### src/rtl/serial_subtractor.sv
// Bit-serial unsigned subtractor: A - B one bit per clock, LSB first, rippling borrow.
// Result and final borrow are registered and valid while done pulses (WIDTH+1 edges after start).
module serial_subtractor #(
    parameter int WIDTH = 4
) (
    input  logic             clk,
    input  logic             reset,
    input  logic             start,
    input  logic [WIDTH-1:0] DATAa,
    input  logic [WIDTH-1:0] DATAb,
    output logic [WIDTH-1:0] diff,
    output logic             borrow,
    output logic             busy,
    output logic             done
);

    localparam int CW = (WIDTH > 2) ? $clog2(WIDTH) : 1;
    localparam logic [CW-1:0] LAST = CW'(WIDTH - 1);

    typedef enum logic [1:0] {IDLE, SHIFT, DONE} state_t;

    state_t           state_q, state_d;
    logic [WIDTH-1:0] sa_q, sa_d;
    logic [WIDTH-1:0] sb_q, sb_d;
    logic [WIDTH-1:0] diff_q, diff_d;
    logic [CW-1:0]    cnt_q, cnt_d;
    logic             bin_q, bin_d;
    logic             borrow_q, borrow_d;
    logic             busy_q, busy_d;
    logic             done_q, done_d;

    logic a_bit, b_bit, d_bit, bout;

    assign a_bit = sa_q[0];
    assign b_bit = sb_q[0];
    assign d_bit = a_bit ^ b_bit ^ bin_q;
    assign bout  = (~a_bit & b_bit) | (~(a_bit ^ b_bit) & bin_q);

    always_comb begin
        state_d  = state_q;
        sa_d     = sa_q;
        sb_d     = sb_q;
        diff_d   = diff_q;
        cnt_d    = cnt_q;
        bin_d    = bin_q;
        borrow_d = borrow_q;
        case (state_q)
            IDLE: begin
                if (start) begin
                    state_d = SHIFT;
                    sa_d    = DATAa;
                    sb_d    = DATAb;
                    bin_d   = 1'b0;
                    cnt_d   = '0;
                end
            end
            SHIFT: begin
                sa_d   = sa_q >> 1;
                sb_d   = sb_q >> 1;
                diff_d = {d_bit, diff_q[WIDTH-1:1]};
                bin_d  = bout;
                cnt_d  = cnt_q + CW'(1);
                // The final borrow is latched only on the last shift so it stays stable afterwards.
                if (cnt_q == LAST) begin
                    state_d  = DONE;
                    borrow_d = bout;
                end
            end
            DONE:    state_d = IDLE;
            default: state_d = IDLE;
        endcase
        busy_d = (state_d != IDLE);
        done_d = (state_d == DONE);
    end

    always_ff @(posedge clk) begin
        if (reset) begin
            state_q  <= IDLE;
            sa_q     <= '0;
            sb_q     <= '0;
            diff_q   <= '0;
            cnt_q    <= '0;
            bin_q    <= 1'b0;
            borrow_q <= 1'b0;
            busy_q   <= 1'b0;
            done_q   <= 1'b0;
        end else begin
            state_q  <= state_d;
            sa_q     <= sa_d;
            sb_q     <= sb_d;
            diff_q   <= diff_d;
            cnt_q    <= cnt_d;
            bin_q    <= bin_d;
            borrow_q <= borrow_d;
            busy_q   <= busy_d;
            done_q   <= done_d;
        end
    end

    assign diff   = diff_q;
    assign borrow = borrow_q;
    assign busy   = busy_q;
    assign done   = done_q;

endmodule

### config.mk
export PLATFORM = sky130hd
export DESIGN_NAME = serial_subtractor
export DESIGN_NICKNAME = d
export VERILOG_FILES = /design/src/rtl/serial_subtractor.sv
export SDC_FILE = /design/constraint.sdc
export NUM_CORES = 1
export LEC_CHECK = 0
export CAP_MARGIN = 25
export CORE_MARGIN = 4
export CORE_UTILIZATION = 51
export CTS_BUF_LIST = sky130_fd_sc_hd__clkbuf_2
export DETAILED_ROUTE_END_ITERATION = 10
export PLACE_DENSITY = 0.87
export SYNTH_ARGS = -nofsm -noshare
export SYNTH_HDL_FRONTEND = slang
export SYNTH_SLANG_ARGS = --single-unit
### constraint.sdc
create_clock -name clk -period 1.7 [get_ports clk]
set_clock_uncertainty 0.15 [all_clocks]
set_input_delay 0.51 -clock clk [delete_from_list [all_inputs] [get_ports clk]]
set_output_delay 0.51 -clock clk [all_outputs]
set_load 0.02 [all_outputs]
==> impl_metrics.ini, run 1 <==
[synthesis]
syn_area_um2 = 840
ys_top_cells_by_area = dfxtp_1, mux2i_1, a211oi_2
synth_ff_type = dfxtp_1
synthCells = 81
yosysWarnings = 0
synth_top_area_share_pct = 47.7
ys_seq_elements = 20
yosys-top-cells-count = dfxtp_1, nor2_1, nand2_1
yosys.area.top_type = dfxtp_1
yosysUniqueCellTypes = 22
syn-num-nets = 94
syn_area_per_cell_um2 = 10.4
synth_edf_count = 0
async_flop_share_pct = 0
ys_seq_area_share_pct = 47.7
synth_most_common_cell = dfxtp_1

[grt]
grt_pass1_vias = 609
grt-ovfl-total = 0
grt_antenna_before_repair = 0
grt_pass1_wl_um = 2600
grt_max_degree = 14
grt_use_total_pct = 14.0

[die]
chipHeight_um = 48.6
die_area_um2 = 2360
io_pins = 18
core_um2 = 1520
die_width_um = 48.6
rows = 14
start_util_pct = 55.1

[clock_network]
clockRootBuffer = clkbuf_2
ctsHoldBuffers = 0
clockBufferDepth = 2
h-tree-depth = 1
cts.sinks = 20
path_clk_slew_ns = 0.19
cts_buffers = 3
tritoncts = built
clkLatencyLatePin_ns = 0.31
cts_setup_buffers = 0

[min_path]
min-delay-start = diff[0]
hold_path.class = flip-flop to flip-flop
min_to = diff[0]
min_path_cells = 2

[power]
p_comb_share_pct = 16.9
clockPowerShare_pct = 22.6
p_leak_uw = 0.000407
p_int_uw = 618
powerDensity_nw_per_um2 = 833
p_sw_uw = 230
ir_drop_mv = 0.577
power_uw = 848
p_seq_share_pct = 60.5
switching_share_pct = 27.1

[detailed_routing]
drt_iter0_drc = 9
drc = 0
routed_wirelength_um = 1590
ant_nets = 0
vias = 636
wire_per_inst_um = 13.5
routed_via_density = 5.39
drt_first_pass_iters = 4

[sta]
final_hold_viol_count = 0
fmax_mhz = 616
fin_crit_sh_pct = 95.5
layout_setup_ws_ns = 0.0766
drv_slew = 0
tightest_slew_ns = 0.318
fin_crit_ns = 1.62
setup-violations-final = 0
rsz0062_at_grt = no
relSlewSlack_pct = 78.8

[worst_setup_path]
rr_startpoint = state_q[0]
worstSetupStartpoint = busy
cp_slowest_cell = dfxtp_1
reg2reg_slack_ns = 0.34
cp.required_ns = 1.04
cp_num_buf_inv = 1
criticalPathCategory = flip-flop to output port
endpoint_kind = output port
cp_max_fo = 1
max_stage_delay_ns = 0.34
crit_arrival_ns = 0.96
r2r-end = borrow
crit_chain = dlygate4sd2_1
r2r_cells = 3
cp-start-kind = flip-flop
path_depth = 1
path_delay_family = flip-flops

[cells_and_area]
drive_gt1_share_pct = 23.5
n_antenna_cell = 0
instances_no_fill = 118
fin_area_um2 = 1020
areaGrowthSynthToFinish_pct = 21.3
finish.utilization_pct = 66.8
fin_nets = 116

[place]
gp_congestion = 0.749
dpl_cell_area_um2 = 1030
dp_hpwl_um = 1190
dp.cells = 114
port_buffers = 17
dp_slack_ns = -0.173

[run_status]
status = complete, no violations

[flow_run]
maxCapViolCount = 0
[worst max path at each step]
stage	endpoint
after floorplan	cnt_q[0]
after global placement	sa_q[1]
after detailed placement	sb_q[0]
after CTS	diff[2]
after global routing	done
final	busy
[cell type report]
cell class,count,area (um2)
clock buffers,3,15.0
multi-input cells,54,390
well taps,16,20.0
inverters,2,7.51
fillers,127,505
repair buffers,22,181
clock inverters,1,3.75
flip-flops and latches,20,400
[kinds of logic after synthesis]
family          count (synthesis)  synth area share [%]
compound gates                 20                  21.8
fa+ha+maj                       2                  3.87
buf+inv                         7                  5.81
flops                          20                  47.7
mux                             6                  7.15
simple gates                   26                  13.7
[state kept, by name, summed over array words and instances (netlist names)]
register	cells
diff	4
sa_q	4
sb_q	4
cnt_q	2
state_q	2
bin_q	1
borrow	1
busy	1
done	1
[stage by stage]
| step | hold WS [ns] | setup TNS, ns |
|---|---|---|
| after CTS | 0.326 | 0 |
| after global placement | 0.294 | -0.436 |
| after floorplan | 0.306 | 0 |
| after detailed placement | 0.302 | -0.954 |
| final | 0.326 | 0 |
| after global routing | 0.350 | 0 |
[layout by cell type (no fill, tap or decap), drive strengths merged]
cell type       n
mux2i           6
o21bai          1
nand2           9
nand2b          1
nor2           14
dfxtp          20
ha              1
a311oi          1
inv             2
a22oi           3
clkdlybuf4s15   1
a2bb2oi         1
a21oi           5
buf             5
fa              1
a211oi          8
clkdlybuf4s50  10
o21ba           1
clkbuf          8
nor3b           1
and2b           1
clkinv          1
dlygate4sd2     1
[worst register-to-register path, delay by kind of cell, from the launching register on]
family / cells / cell delay [ns]
compound gates: 2 / 0.33
flops: 1 / 0.48
simple gates: 1 / 0.36
[layer usage]
layer / vias to the layer above / wire, um / track usage [%]
met1: 300 / 714 / 15.4
met2: 13 / 807 / 23.0
met3: 2 / 49 / 5.52
met5: - / 0 / 0
met4: 0 / 20 / 7.17
li1: 321 / - / -
[power by group through the flow]
stage	clock [uW]	combinational [uW]	sequential [uW]
4_1_cts	194	145	514
2_1_floorplan	0	94.0	524
6_report	192	143	514
5_1_grt	213	157	516
3_5_place_dp	0	147	524
3_3_place_gp	0	142	522
[repair_timing]
action	4_1_cts	5_1_grt
endpoints found under the hold margin	0	0
setup endpoints to repair	7	6
gates resized for setup	10	8
(Power assumes the default switching activity.)
==> inputs of run 2 (changes only) <==
--- a/config.mk
+++ b/config.mk
@@ -10,7 +10,9 @@
 export CORE_UTILIZATION = 51
 export CTS_BUF_LIST = sky130_fd_sc_hd__clkbuf_2
 export DETAILED_ROUTE_END_ITERATION = 10
+export HOLD_SLACK_MARGIN = 0.05
 export PLACE_DENSITY = 0.87
+export RECOVER_POWER = 50
 export SYNTH_ARGS = -nofsm -noshare
 export SYNTH_HDL_FRONTEND = slang
 export SYNTH_SLANG_ARGS = --single-unit
==> impl_metrics.ini, run 2 (same netlist as run 1, synthesis figures left out) <==
[grt]
grt_util_met2_pct = 23.0
grt_pass1_wl_um = 2600
grt-ovfl-total = 0
met1_usage_pct = 15.4
met3_usage_pct = 5.52
busiest_layer = met2
grt_pass1_vias = 609
grt_max_degree = 14
grt_antenna_before_repair = 0
grt_use_total_pct = 14.0

[worst_setup_path]
cp-start-kind = flip-flop
cp_num_buf_inv = 1
cp_slowest_cell = dfxtp_1
cp_max_fo = 1
crit_chain = dlygate4sd2_1
path_delay_family = flip-flops
endpoint_kind = output port
worstSetupStartpoint = busy
rr_startpoint = state_q[0]
cp.required_ns = 1.04
max_stage_delay_ns = 0.34
criticalPathCategory = flip-flop to output port
crit_arrival_ns = 0.96

[cells_and_area]
n_antenna_cell = 0
instances_no_fill = 118
fillCellCount = 126
final_common_cell = dfxtp_1
multiInputGateArea_um2 = 383
seq_area_um2 = 400
fin_nets = 116
drive_gt1_share_pct = 21.6
areaGrowthSynthToFinish_pct = 20.4
final_cell_mix = dfxtp_1, nor2_1, clkdlybuf4s50_1

[detailed_routing]
wire_per_inst_um = 13.3
routed_wirelength_um = 1570
drt_iter0_drc = 7
drt_first_pass_iters = 4
vias = 637
routed_via_density = 5.40
ant_nets = 0
drc = 0

[power]
powerDensity_nw_per_um2 = 835
p_seq_share_pct = 60.8
ir_drop_mv = 0.576
p_leak_uw = 0.000402
p_sw_uw = 226
clockPowerShare_pct = 22.4
switching_share_pct = 26.8
p_comb_share_pct = 16.8
p_int_uw = 618

[place]
gp_congestion = 0.749
port_buffers = 17
dp_slack_ns = -0.173
dp_hpwl_um = 1190
dp.cells = 114

[die]
rows = 14
chipHeight_um = 48.6
core_um2 = 1520
io_pins = 18
start_util_pct = 55.1
die_area_um2 = 2360
die_width_um = 48.6

[clock_network]
cts_buffers = 3
clkLatencyLatePin_ns = 0.30
ctsHoldBuffers = 0
tritoncts = built
clockRootBuffer = clkbuf_2
clockBufferDepth = 2
h-tree-depth = 1
cts.sinks = 20
postCtsResizedCells = 10
cts_setup_buffers = 0
path_clk_slew_ns = 0.18

[flow_run]
maxCapViolCount = 0

[min_path]
min-delay-start = diff[0]
hold_path.class = flip-flop to flip-flop

[sta]
final_hold_viol_count = 0
fmax_mhz = 616
tightest_slew_ns = 0.482
setup-violations-final = 0
layout_setup_ws_ns = 0.0758
drv_slew = 0
fin_crit_sh_pct = 95.5
relSlewSlack_pct = 67.8
rsz0062_at_grt = no
fin_crit_ns = 1.62

[run_status]
status = complete, no violations
run 2: final cells by class:
class                           instances  area share [%]
Timing Repair Buffer                   22            17.9
Inverter                                2           0.743
Tap cell                               16            1.98
Clock inverter                          1           0.371
Sequential cell                        20            39.6
Multi-Input combinational cell         54            37.9
Clock buffer                            3            1.49
run 2: worst paths after layout:
kind | endpoint | slack [ns] | cells after the start
worst max register to register | borrow | 0.35 | 3
worst min-delay path | diff[0] | 0.32 | 2
worst max-delay path | busy | 0.08 | 1
worst min register to register | diff[0] | 0.32 | 2
run 2: through the flow:
step	total power, uW	util, %	hold slack (ns)	instance area (um2)	TNS (ns)
6_report	844	66.3	0.324	1010	0
5_1_grt	885	66.3	0.350	1010	0
4_1_cts	853	68.2	0.326	1040	0
3_5_place_dp	670	67.3	0.302	1030	-0.954
3_3_place_gp	663	67.3	0.294	1030	-0.436
2_1_floorplan	618	-	0.306	840	0
run 2: power by group through the flow:
stage | Sequential [uW] | Clock (uW) | Combinational [uW]
after floorplan | 524 | 0 | 94.0
after detailed placement | 524 | 0 | 147
after global placement | 522 | 0 | 142
final | 513 | 189 | 142
after CTS | 514 | 194 | 145
after global routing | 516 | 213 | 156
run 2: tightest hold or removal path: cells and delay by family (launching register included):
kind	cells	cell delay [ns]
AOI/OAI and AO/OA	1	0.05
DFF	1	0.35
and+or+nand+nor	1	0.05
run 2: metal layers:
metal	share of wire [%]	up-vias
met2	51	13
met5	0	-
met4	1.3	0
li1	-	321
met1	44	301
met3	3.2	2
==> inputs of run 3 (changes only) <==
--- a/config.mk
+++ b/config.mk
@@ -7,12 +7,13 @@
 export LEC_CHECK = 0
 export CAP_MARGIN = 25
 export CORE_MARGIN = 4
-export CORE_UTILIZATION = 51
+export CORE_UTILIZATION = 55
 export CTS_BUF_LIST = sky130_fd_sc_hd__clkbuf_2
 export DETAILED_ROUTE_END_ITERATION = 10
 export HOLD_SLACK_MARGIN = 0.05
-export PLACE_DENSITY = 0.87
+export PLACE_DENSITY = 0.92
 export RECOVER_POWER = 50
+export SLEW_MARGIN = 5
 export SYNTH_ARGS = -nofsm -noshare
 export SYNTH_HDL_FRONTEND = slang
 export SYNTH_SLANG_ARGS = --single-unit
==> constraint.sdc (replaced) <==
create_clock -name clk -period 2.07 [get_ports clk]
set_clock_uncertainty 0.15 [all_clocks]
set_input_delay 0.621 -clock clk [delete_from_list [all_inputs] [get_ports clk]]
set_output_delay 0.621 -clock clk [all_outputs]
set_load 0.02 [all_outputs]
==> impl_metrics.ini, run 3 (same netlist as run 1, synthesis figures left out) <==
[run_status]
status = complete, no violations

[min_path]
min-delay-start = diff[0]
hold_path.class = flip-flop to flip-flop
min_path_cells = 2

[place]
port_buffers = 17
dp_hpwl_um = 1120
dpl_cell_area_um2 = 1000
gp_congestion = 0.673

[worst_setup_path]
endpoint_kind = output port
crit_arrival_ns = 1.25
crit_chain = clkdlybuf4s50_1
cp.required_ns = 1.30
cp_max_fo = 1
cp_num_buf_inv = 1
cp-start-kind = flip-flop
r2r_cells = 4
max_stage_delay_ns = 0.59
path_depth = 1
rr_startpoint = state_q[0]
reg2reg_slack_ns = 0.68
r2r-end = sb_q[0]
criticalPathCategory = flip-flop to output port
worstSetupStartpoint = done
cp_slowest_cell = clkdlybuf4s50_1
crit_end = done
path_delay_family = buffers and inverters

[detailed_routing]
routed_via_density = 5.58
drt_first_pass_iters = 4
routed_wirelength_um = 1530
drt_iter0_drc = 21
ant_nets = 0
vias = 636
wire_per_inst_um = 13.5
drc = 0

[power]
p_sw_uw = 189
p_leak_uw = 0.000440
p_int_uw = 628
p_seq_share_pct = 51.3
ir_drop_mv = 0.430
switching_share_pct = 23.2
powerDensity_nw_per_um2 = 787
power_uw = 817
clockPowerShare_pct = 34.9
p_comb_share_pct = 13.8

[cells_and_area]
fin_nets = 113
areaGrowthSynthToFinish_pct = 23.7
n_antenna_cell = 0
fillCellCount = 105
multiInputGateArea_um2 = 385
drive_gt1_share_pct = 15.2
fin_area_um2 = 1040
final_cell_mix = dfxtp_1, nor2_1, clkdlybuf4s50_1
seq_area_um2 = 400
final_common_cell = dfxtp_1

[clock_network]
postCtsResizedCells = 4
ctsHoldBuffers = 0
cts_buffers = 3
h-tree-depth = 1
clockRootBuffer = clkbuf_2
clkLatencyLatePin_ns = 0.31
path_clk_slew_ns = 0.18
tritoncts = built
cts.sinks = 20
cts_setup_buffers = 0
clockBufferDepth = 2

[die]
chipHeight_um = 47.1
start_util_pct = 61.4
io_pins = 18
die_width_um = 47.1
rows = 13
core_um2 = 1370
die_area_um2 = 2220

[grt]
grt_use_total_pct = 15.6
grt_pass1_vias = 575
grt_max_degree = 21
grt_antenna_before_repair = 0
grt-ovfl-total = 0
grt_pass1_wl_um = 2380

[sta]
relSlewSlack_pct = 37.8
fin_crit_ns = 2.02
fin_crit_sh_pct = 97.6
fmax_mhz = 495
setup-violations-final = 0
tightest_slew_ns = 0.933
fin_tns_setup_ns = 0
drv_slew = 0
final_hold_viol_count = 0
rsz0062_at_grt = no

[flow_run]
maxCapViolCount = 0
==> run 3: layout make-up <==
type / instances / area share, %
flip-flops and latches: 20 / 38.6
inverters: 2 / 0.723
repair buffers: 19 / 17.5
multi-input cells: 54 / 37.1
clock buffers: 3 / 1.45
clock inverters: 1 / 2.89
well taps: 15 / 1.81
==> run 3: worst min path at each step <==
stage | end | slack [ns]
2_1_floorplan | bin_q | 0.31
3_3_place_gp | diff[0] | 0.29
3_5_place_dp | diff[0] | 0.30
4_1_cts | diff[0] | 0.32
5_1_grt | diff[0] | 0.33
6_report | diff[0] | 0.32
==> run 3: metal layers <==
layer	vias to the layer above	track usage, %	share of wire (%)
li1	317	-	-
met1	301	18.8	41
met4	0	9.39	1.6
met5	-	0	0
met2	14	25.5	53
met3	4	3.07	4.4
==> run 3: power groups by stage <==
stage,Sequential [uW],Clock (uW),Combinational (uW)
final,419,285,113
after global routing,422,299,123
after CTS,420,288,116
after detailed placement,428,0,117
after global placement,427,0,112
after floorplan,430,0,77.2
==> run 3: through the flow <==
step	instances	setup WS (ns)	hold WS, ns	util, %
CTS	114	0.0118	0.319	76.3
finish	114	0.0494	0.316	76.0
global placement	110	0.179	0.294	73.4
detailed placement	110	0.0794	0.296	73.4
global route	114	0.0162	0.329	76.0
floorplan	81	0.688	0.306	-
